--- config.mk ---
export PLATFORM = sky130hd
export DESIGN_NAME = serial_magnitude_comparator_ctrl
export DESIGN_NICKNAME = d
export VERILOG_FILES = /design/src/rtl/cmp_pkg.sv /design/src/rtl/bit_compare_cell.sv /design/src/rtl/serial_magnitude_comparator_ctrl.sv
export SDC_FILE = /design/constraint.sdc
export NUM_CORES = 1
export LEC_CHECK = 0
export ABC_AREA = 1
export BUFFER_PORTS_ARGS = -buffer_cell sky130_fd_sc_hd__buf_2
export CAP_MARGIN = 20
export CORE_MARGIN = 2
export CORE_UTILIZATION = 53
export DETAILED_ROUTE_END_ITERATION = 10
export PLACE_DENSITY = 0.77
export SLEW_MARGIN = 20
export SYNTH_ARGS = -nofsm -noshare
export SYNTH_HDL_FRONTEND = slang
export SYNTH_HIERARCHICAL = 1
export SYNTH_SLANG_ARGS = --single-unit
--- constraint.sdc ---
create_clock -name clk -period 2.2 [get_ports clk]
set_clock_uncertainty 0.1 [all_clocks]
set_input_delay 0.11 -clock clk [delete_from_list [all_inputs] [get_ports clk]]
set_output_delay 0.11 -clock clk [all_outputs]
set_load 0.02 [all_outputs]
--- src/rtl/cmp_pkg.sv ---
// cmp_pkg: shared state encodings, default width and index-width helper for the serial comparator
package cmp_pkg;

    localparam int WIDTH_DEF = 8;

    typedef enum logic [1:0] {
        IDLE = 2'd0,
        SCAN = 2'd1,
        DONE = 2'd2
    } state_e;

    function automatic int idx_w(input int w);
        return (w > 1) ? $clog2(w) : 1;
    endfunction

    localparam int IDX_W_DEF = idx_w(WIDTH_DEF);

endpackage

--- src/rtl/bit_compare_cell.sv ---
// bit_compare_cell: combinational one-bit magnitude compare of a single operand bit pair
module bit_compare_cell (
    input  logic a_bit_i,
    input  logic b_bit_i,
    output logic eq_o,
    output logic gt_o,
    output logic lt_o
);

    assign eq_o = a_bit_i ~^ b_bit_i;
    assign gt_o = a_bit_i & ~b_bit_i;
    assign lt_o = ~a_bit_i & b_bit_i;

endmodule

--- src/rtl/serial_magnitude_comparator_ctrl.sv ---
// serial_magnitude_comparator_ctrl: MSB-first bit-serial unsigned compare; EARLY_EXIT_EN stops at the first differing bit
module serial_magnitude_comparator_ctrl
    import cmp_pkg::*;
#(
    parameter int WIDTH = WIDTH_DEF
) (
    input  logic             clk,
    input  logic             rst,
    input  logic             start,
    input  logic [WIDTH-1:0] a,
    input  logic [WIDTH-1:0] b,
    output logic             busy,
    output logic             done,
    output logic             eq,
    output logic             gt,
    output logic             lt
);

    localparam int IW = idx_w(WIDTH);

    state_e           state_q, state_d;
    logic [WIDTH-1:0] a_q, a_d, b_q, b_d;
    logic [IW-1:0]    idx_q, idx_d;
    logic             dec_q, dec_d;
    logic             eq_q, eq_d, gt_q, gt_d, lt_q, lt_d;
    logic             c_eq, c_gt, c_lt;
    logic             acc, hit, last;

    bit_compare_cell u_cell (
        .a_bit_i (a_q[idx_q]),
        .b_bit_i (b_q[idx_q]),
        .eq_o    (c_eq),
        .gt_o    (c_gt),
        .lt_o    (c_lt)
    );

    assign acc = (state_q == IDLE) && start;
    // only the most significant difference is ever recorded
    assign hit = (state_q == SCAN) && !dec_q && !c_eq;
`ifdef EARLY_EXIT_EN
    assign last = (state_q == SCAN) && ((idx_q == '0) || hit);
`else
    assign last = (state_q == SCAN) && (idx_q == '0);
`endif

    // state and datapath registers
    always_ff @(posedge clk) begin
        if (rst) begin
            state_q <= IDLE;
            a_q     <= '0;
            b_q     <= '0;
            idx_q   <= IW'(WIDTH - 1);
            dec_q   <= 1'b0;
            eq_q    <= 1'b0;
            gt_q    <= 1'b0;
            lt_q    <= 1'b0;
        end else begin
            state_q <= state_d;
            a_q     <= a_d;
            b_q     <= b_d;
            idx_q   <= idx_d;
            dec_q   <= dec_d;
            eq_q    <= eq_d;
            gt_q    <= gt_d;
            lt_q    <= lt_d;
        end
    end

    // next state; the unused encoding falls back to IDLE
    always_comb begin
        state_d = (state_q == IDLE) ? (start ? SCAN : IDLE) :
                  (state_q == SCAN) ? (last ? DONE : SCAN) : IDLE;
    end

    // operand capture, bit index walk and sticky result accumulation
    always_comb begin
        a_d   = acc ? a : a_q;
        b_d   = acc ? b : b_q;
        idx_d = acc ? IW'(WIDTH - 1) : ((state_q == SCAN) && !last) ? idx_q - IW'(1) : idx_q;
        dec_d = acc ? 1'b0 : (dec_q | hit);
        gt_d  = acc ? 1'b0 : (gt_q | (hit & c_gt));
        lt_d  = acc ? 1'b0 : (lt_q | (hit & c_lt));
        eq_d  = acc ? 1'b0 : (eq_q | (last & !dec_q & !hit));
    end

    // outputs
    always_comb begin
        busy = (state_q != IDLE);
        done = (state_q == DONE);
        eq   = eq_q;
        gt   = gt_q;
        lt   = lt_q;
    end

endmodule

== Yosys cells after proc, flatten, opt, wreduce, memory -nomap -nowiden ==
Cells that the tools add are included.

* Register bits: 25
* Bits of input ports: 19
* Output and inout port bits: 5

* $lt $le $gt $ge: 1
* Muxes and demuxes: 8
* Bitwise operators: 13
* Equality and inequality tests: 2
* Reductions and logical operators: 13
* Add/subtract/negate cells: 1

{| class="wikitable"
|+ Operators with widths
! cell !! number
|-
| $and A1 B1 Y1 || 6
|-
| $bmux W1 S3 || 2
|-
| $mux W2 || 3
|-
| $logic_and A1 B1 Y1 || 5
|-
| $logic_not A1 Y1 || 4
|-
| $lt A3 B4 Y1 const B || 1
|-
| $or A1 B1 Y1 || 4
|-
| $logic_not A3 Y1 || 1
|-
| $mux W1 || 3
|-
| $sub A3 B1 Y3 const B || 1
|-
| $eq A2 B1 Y1 const B || 1
|-
| $eq A2 B2 Y1 const B || 1
|-
| $logic_not A2 Y1 || 1
|-
| $not A1 Y1 || 2
|-
| $reduce_bool A2 Y1 || 1
|-
| $reduce_or A2 Y1 || 1
|-
| $xnor A1 B1 Y1 || 1
|}

== Logic depth before layout (Yosys ltp) ==
* Depth after elaboration: 8
* Mapped depth: 12
* Depth with buffers taken out: 11

== Hierarchy ==
Netlist, hierarchy kept.

{| class="wikitable"
|+ By module, submodules not included
! module !! cells each !! times used !! area an instance (µm²)
|-
| serial_magnitude_comparator_ctrl || 168 || 1 || 1,204.9
|-
| bit_compare_cell || 4 || 1 || 32.5
|}

== Worst setup path after synthesis ==
OpenSTA, ideal clock, no wires.

* Path type: flip-flop to flip-flop
* Start: register idx_q[0]
* End: register gt_q, in the netlist gt
* Path slack: 0.563 ns
* Path buffers: 2
* Cell stages (with the launch flop): 13
* Arrival: 1.467 ns
* Cells stage by stage: dfxtp_1 -> buf_4 -> buf_2 -> nand2_1 -> nand2_1 -> nand2_1 -> nand2_1 -> nand2_1 -> inv_1 -> ha_1 -> inv_1 -> nand4_1 -> a21oi_1

* Word-level cells in the longest chain between the ends: 7
* Elaborated cells on any way between the ends: 11
* Those cells by class: mux (4); bitwise (5); reduce/logical (2)

{| class="wikitable"
|+ RTL lines
! element !! line !! text
|-
| start: declaration || serial_magnitude_comparator_ctrl.sv:23 || <nowiki>logic [IW-1:0] idx_q, idx_d;</nowiki>
|-
| start signal: assignment || serial_magnitude_comparator_ctrl.sv:52 || <nowiki>idx_q <= IW'(WIDTH - 1);</nowiki>
|-
| start signal: assignment || serial_magnitude_comparator_ctrl.sv:61 || <nowiki>idx_q <= idx_d;</nowiki>
|-
| $bmux W1 S3, on equally long branches || serial_magnitude_comparator_ctrl.sv:30, serial_magnitude_comparator_ctrl.sv:31 ||
|-
| $mux W1, on equally long branches || serial_magnitude_comparator_ctrl.sv:30, serial_magnitude_comparator_ctrl.sv:31 ||
|-
| $xnor A1 B1 Y1 * || bit_compare_cell.sv:10 || <nowiki>assign eq_o = a_bit_i ~^ b_bit_i;</nowiki>
|-
| net c_eq || serial_magnitude_comparator_ctrl.sv:26 || <nowiki>logic c_eq, c_gt, c_lt;</nowiki>
|-
| $logic_not A1 Y1 * || serial_magnitude_comparator_ctrl.sv:39 || <nowiki>assign hit = (state_q == SCAN) && !dec_q && !c_eq;</nowiki>
|-
| $logic_and A1 B1 Y1 * || serial_magnitude_comparator_ctrl.sv:39 ||
|-
| $and A1 B1 Y1 * || serial_magnitude_comparator_ctrl.sv:81 || <nowiki>gt_d = acc ? 1'b0 : (gt_q | (hit & c_gt));</nowiki>
|-
| $or A1 B1 Y1 * || serial_magnitude_comparator_ctrl.sv:81 ||
|-
| end signal: assignment || serial_magnitude_comparator_ctrl.sv:64 || <nowiki>gt_q <= gt_d;</nowiki>
|-
| end: declaration || serial_magnitude_comparator_ctrl.sv:25 || <nowiki>logic eq_q, eq_d, gt_q, gt_d, lt_q, lt_d;</nowiki>
|}

Mark *: on every way through the listed nets, which the timed path passes. The rest lies on a longest branch. The select of a mux whose other input is x is not followed.
A chain may end at the register's enable or synchronous reset.

== Final worst setup path ==
* Start: register idx_q[0]
* End: register lt_q, in the netlist lt

* Word-level cells in the longest chain between the ends: 7
* Elaborated cells on any way between the ends: 11
* Those cells by class: mux (4); bitwise (5); reduce/logical (2)

{| class="wikitable"
|+ RTL lines
! element !! line !! text
|-
| $bmux W1 S3, on equally long branches || serial_magnitude_comparator_ctrl.sv:30, serial_magnitude_comparator_ctrl.sv:31 ||
|-
| $mux W1, on equally long branches || serial_magnitude_comparator_ctrl.sv:30, serial_magnitude_comparator_ctrl.sv:31 ||
|-
| $xnor A1 B1 Y1 * || bit_compare_cell.sv:10 ||
|-
| net c_eq || serial_magnitude_comparator_ctrl.sv:26 ||
|-
| $logic_not A1 Y1 * || serial_magnitude_comparator_ctrl.sv:39 ||
|-
| $logic_and A1 B1 Y1 * || serial_magnitude_comparator_ctrl.sv:39 ||
|-
| $and A1 B1 Y1 * || serial_magnitude_comparator_ctrl.sv:82 || <nowiki>lt_d = acc ? 1'b0 : (lt_q | (hit & c_lt));</nowiki>
|-
| $or A1 B1 Y1 * || serial_magnitude_comparator_ctrl.sv:82 ||
|-
| end signal: assignment || serial_magnitude_comparator_ctrl.sv:65 || <nowiki>lt_q <= lt_d;</nowiki>
|-
| end: declaration || serial_magnitude_comparator_ctrl.sv:25 ||
|}

Marks and branches as above.

==> results.md <==
* Clk Latency, worst-skew pair at ~0.31 ns
* Post-route clock period utilization at 0.896
* Final antenna-violating net count at 0
* Mapped cell area at between 0.001 and 0.0015 mm²
* Synth cell types at 22
* Worst R2R Start: idx_q[0]
* Largest cells by area after synthesis: dfxtp_1, nor2_1, nand2_1
* Area delta synth->final at 24.2%
* Die Area at around 0.0027 mm²
* Initial Utilization at 0.559
* Max-slew headroom at 0.644
* Num CTS Buffers at 3
* Syn nets at roughly 200
* RSZ-0062 raised after global routing: false
* Fin crit period at 1.97 ns
* # H-tree levels at 1
* Avg Cell Area, Syn at about 7.2 µm²
* Critical path class: register to register
* Internal Power at roughly 640 µW
* Final #Nets at around 240
* Yosys Warn Count at 6
* CP Launch Type: register
* Pre-CTS WS at between 0.2 and 0.3 ns
* Run status: completed
* Flop pwr share at 0.555
* Setup Viol. Count Final at 0
* Tot GR Track Use at 0.212
* Pwr/cell area at between 500 and 600 mW/mm²
* Global-route wire length before repair at between 4000 and 5000 µm
* Peak Freq at approximately 500 MHz
* Worst-path maximum fanout at 18
* Area leader, netlist: dfxtp_1
* Vias in the first global route at about 1100
* Max-Cap Viols at 0
* Root Buffer: clkbuf_4
* Post-CTS resize count at 0
* Core footprint at between 0.002 and 0.0025 mm²
* Die height at roughly 52 µm
* # Post-CTS Setup Buffers at 0
* Switch Pwr at between 200 and 300 µW
* Port-buffer cells at 23
* Antenna violations before repair at 0
* Peak VDD IR at approximately 0.45 mV
* Yosys top cell area share at 0.404
* # diodes at 0
* Wirelength per Cell at about 10 µm
* Sink Count at 25
* Via/cell ratio at ~4.8
* RD Place Congestion at roughly 0.83
* CP arrival at between 2 and 2.5 ns
* Largest net degree at the start of global routing at 28
* Chip width at roughly 52 µm
* Fin area at between 0.0015 and 0.002 mm²
* Switching share of total power at 0.295
* Cell row count at 17
* Leak at between 0.7 and 0.8 nW
* Final wirelength at around 2500 µm
* Synthesized netlist cell count at 172
* Register area share after synthesis at 0.404
* Setup WS post-layout at approximately 0.23 ns
* Setup crit end kind: register
* Final Hold Viols at 0
* Pre-antenna DRT Iters at 6
* Hold Crit Start: start
* Flops & latches, synth at 25
* Setup TNS at 0 ns
* Max-slew violation count at 0
* CTS tree: done
* Worst Tran Pin Value at ~0.53 ns
* Final HPWL DP at approximately 1700 µm
* Worst endpoint required time at between 2 and 2.5 ns
* Layout cells sized above 1 at 0.209
* Hold_ws at around 0.22 ns
* Gate power share at 0.219
* Setup crit start: idx_q[0]
* DRC at 0
* Vias at between 1000 and 1500
* Grt ovf at 0
* Clk pwr share at 0.225
* Placement Cell Area at between 0.001 and 0.0015 mm²
* Clock slew at reported path FFs at about 0.13 ns
* Worst Hold Class: primary input to register
* Clk buf depth at 2
* IO Pins at 24
* Initial DRC count at 13
per-layer routing:
metal | GRT usage | wire (µm) | up-vias | part of all wire
li1 | - | - | 605 | -
met1 | 0.210 | 1100 | 505 | 0.44
met2 | 0.408 | 1300 | 26 | 0.52
met3 | 0.0400 | 80 | 4 | 0.032
met4 | 0.111 | 29 | 0 | 0.012
met5 | 0 | 0 | - | 0
critical path: stages (launching register included):
cell and delay, ns:
dfxtp_1 0.68, nor2_1 0.10, nor2_1 0.10, nand2_1 0.06, nand2_1 0.06, nand2_1 0.05, nand2_1 0.07, inv_1 0.05
ha_1 0.30, inv_1 0.10, nand4_1 0.11, a21oi_1 0.13
per-stage QoR:
stage / instances / utilization / total power, mW
floorplan: 172 / - / 0.651
global placement: 218 / 0.606 / 0.682
detailed placement: 218 / 0.606 / 0.691
CTS: 239 / 0.695 / 0.911
global route: 239 / 0.695 / 0.973
finish: 239 / 0.695 / 0.910
power groups by stage:
| stage | Sequential [mW] | Combinational (mW) | Clock (mW) |
|---|---|---|---|
| floorplan | 0.505 | 0.146 | 0 |
| global placement | 0.514 | 0.168 | 0 |
| detailed placement | 0.515 | 0.176 | 0 |
| CTS | 0.505 | 0.200 | 0.207 |
| global route | 0.510 | 0.228 | 0.235 |
| finish | 0.505 | 0.200 | 0.205 |
registers in the layout, indices dropped and copies added (netlist names):
signal and count:
lt 1, eq 1, b_q 8, a_q 8
dec_q 1, gt 1, state_q 2, idx_q 3
final timing paths:
check	slack, ns	end	depth (start not counted)
min reg2reg	0.35	lt	2
max reg2reg	0.23	lt	11
min	0.22	state_q[0]	3
max	0.23	lt	11
cell usage in the layout (no fill, tap or decap):
cell type	instances
nor2_4	1
nand2_2	1
o21ai_0	5
ha_1	4
dlygate4sd3_1	17
o21ai_2	12
nor2_2	1
buf_2	23
nand2_1	33
nand2_4	1
clkbuf_1	1
dfxtp_1	25
nand3_1	2
a21oi_1	13
buf_4	1
clkbuf_4	3
nor2_1	38
inv_1	25
xor2_1	1
inv_2	1
nand4_1	3
cells in the mapped netlist:
cell type	number
buf_2	1
nand3_1	2
inv_2	1
dfxtp_1	25
nor2_1	38
nand4_1	3
nand2_1	33
nor2_4	1
o21ai_2	12
ha_1	4
inv_1	25
nand2_2	1
buf_4	1
xor2_1	1
nor2_2	1
o21ai_0	5
buf_6	1
clkbuf_1	1
a21oi_1	13
nand2_4	1
buf_12	1
clkbuf_4	1
cell type report:
cell class	count	area (µm²)
multi-input combinational	115	584
inverter	26	97.6
timing repair buffer	41	293
fill	194	676
sequential	25	500
clock buffer	4	26.3
tap	28	35.0
kinds of logic (layout without fill, tap and decap cells):
kind of cell               after synthesis  in the layout  share of synthesized area
adders and majority gates                4              4                     0.0404
and+or+nand+nor                         80             80                      0.267
xor gates and xnor gates                 1              1                    0.00708
DFF                                     25             25                      0.404
buffers and inverters                   32             71                      0.123
AOI/OAI and AO/OA                       30             30                      0.158
timing repair:
item,4_1_cts,5_1_grt
setup endpoints to repair,0,0
endpoints found under the hold margin,18,0
hold buffers,17,0
No activity file was read; power rests on OpenSTA's default activity.
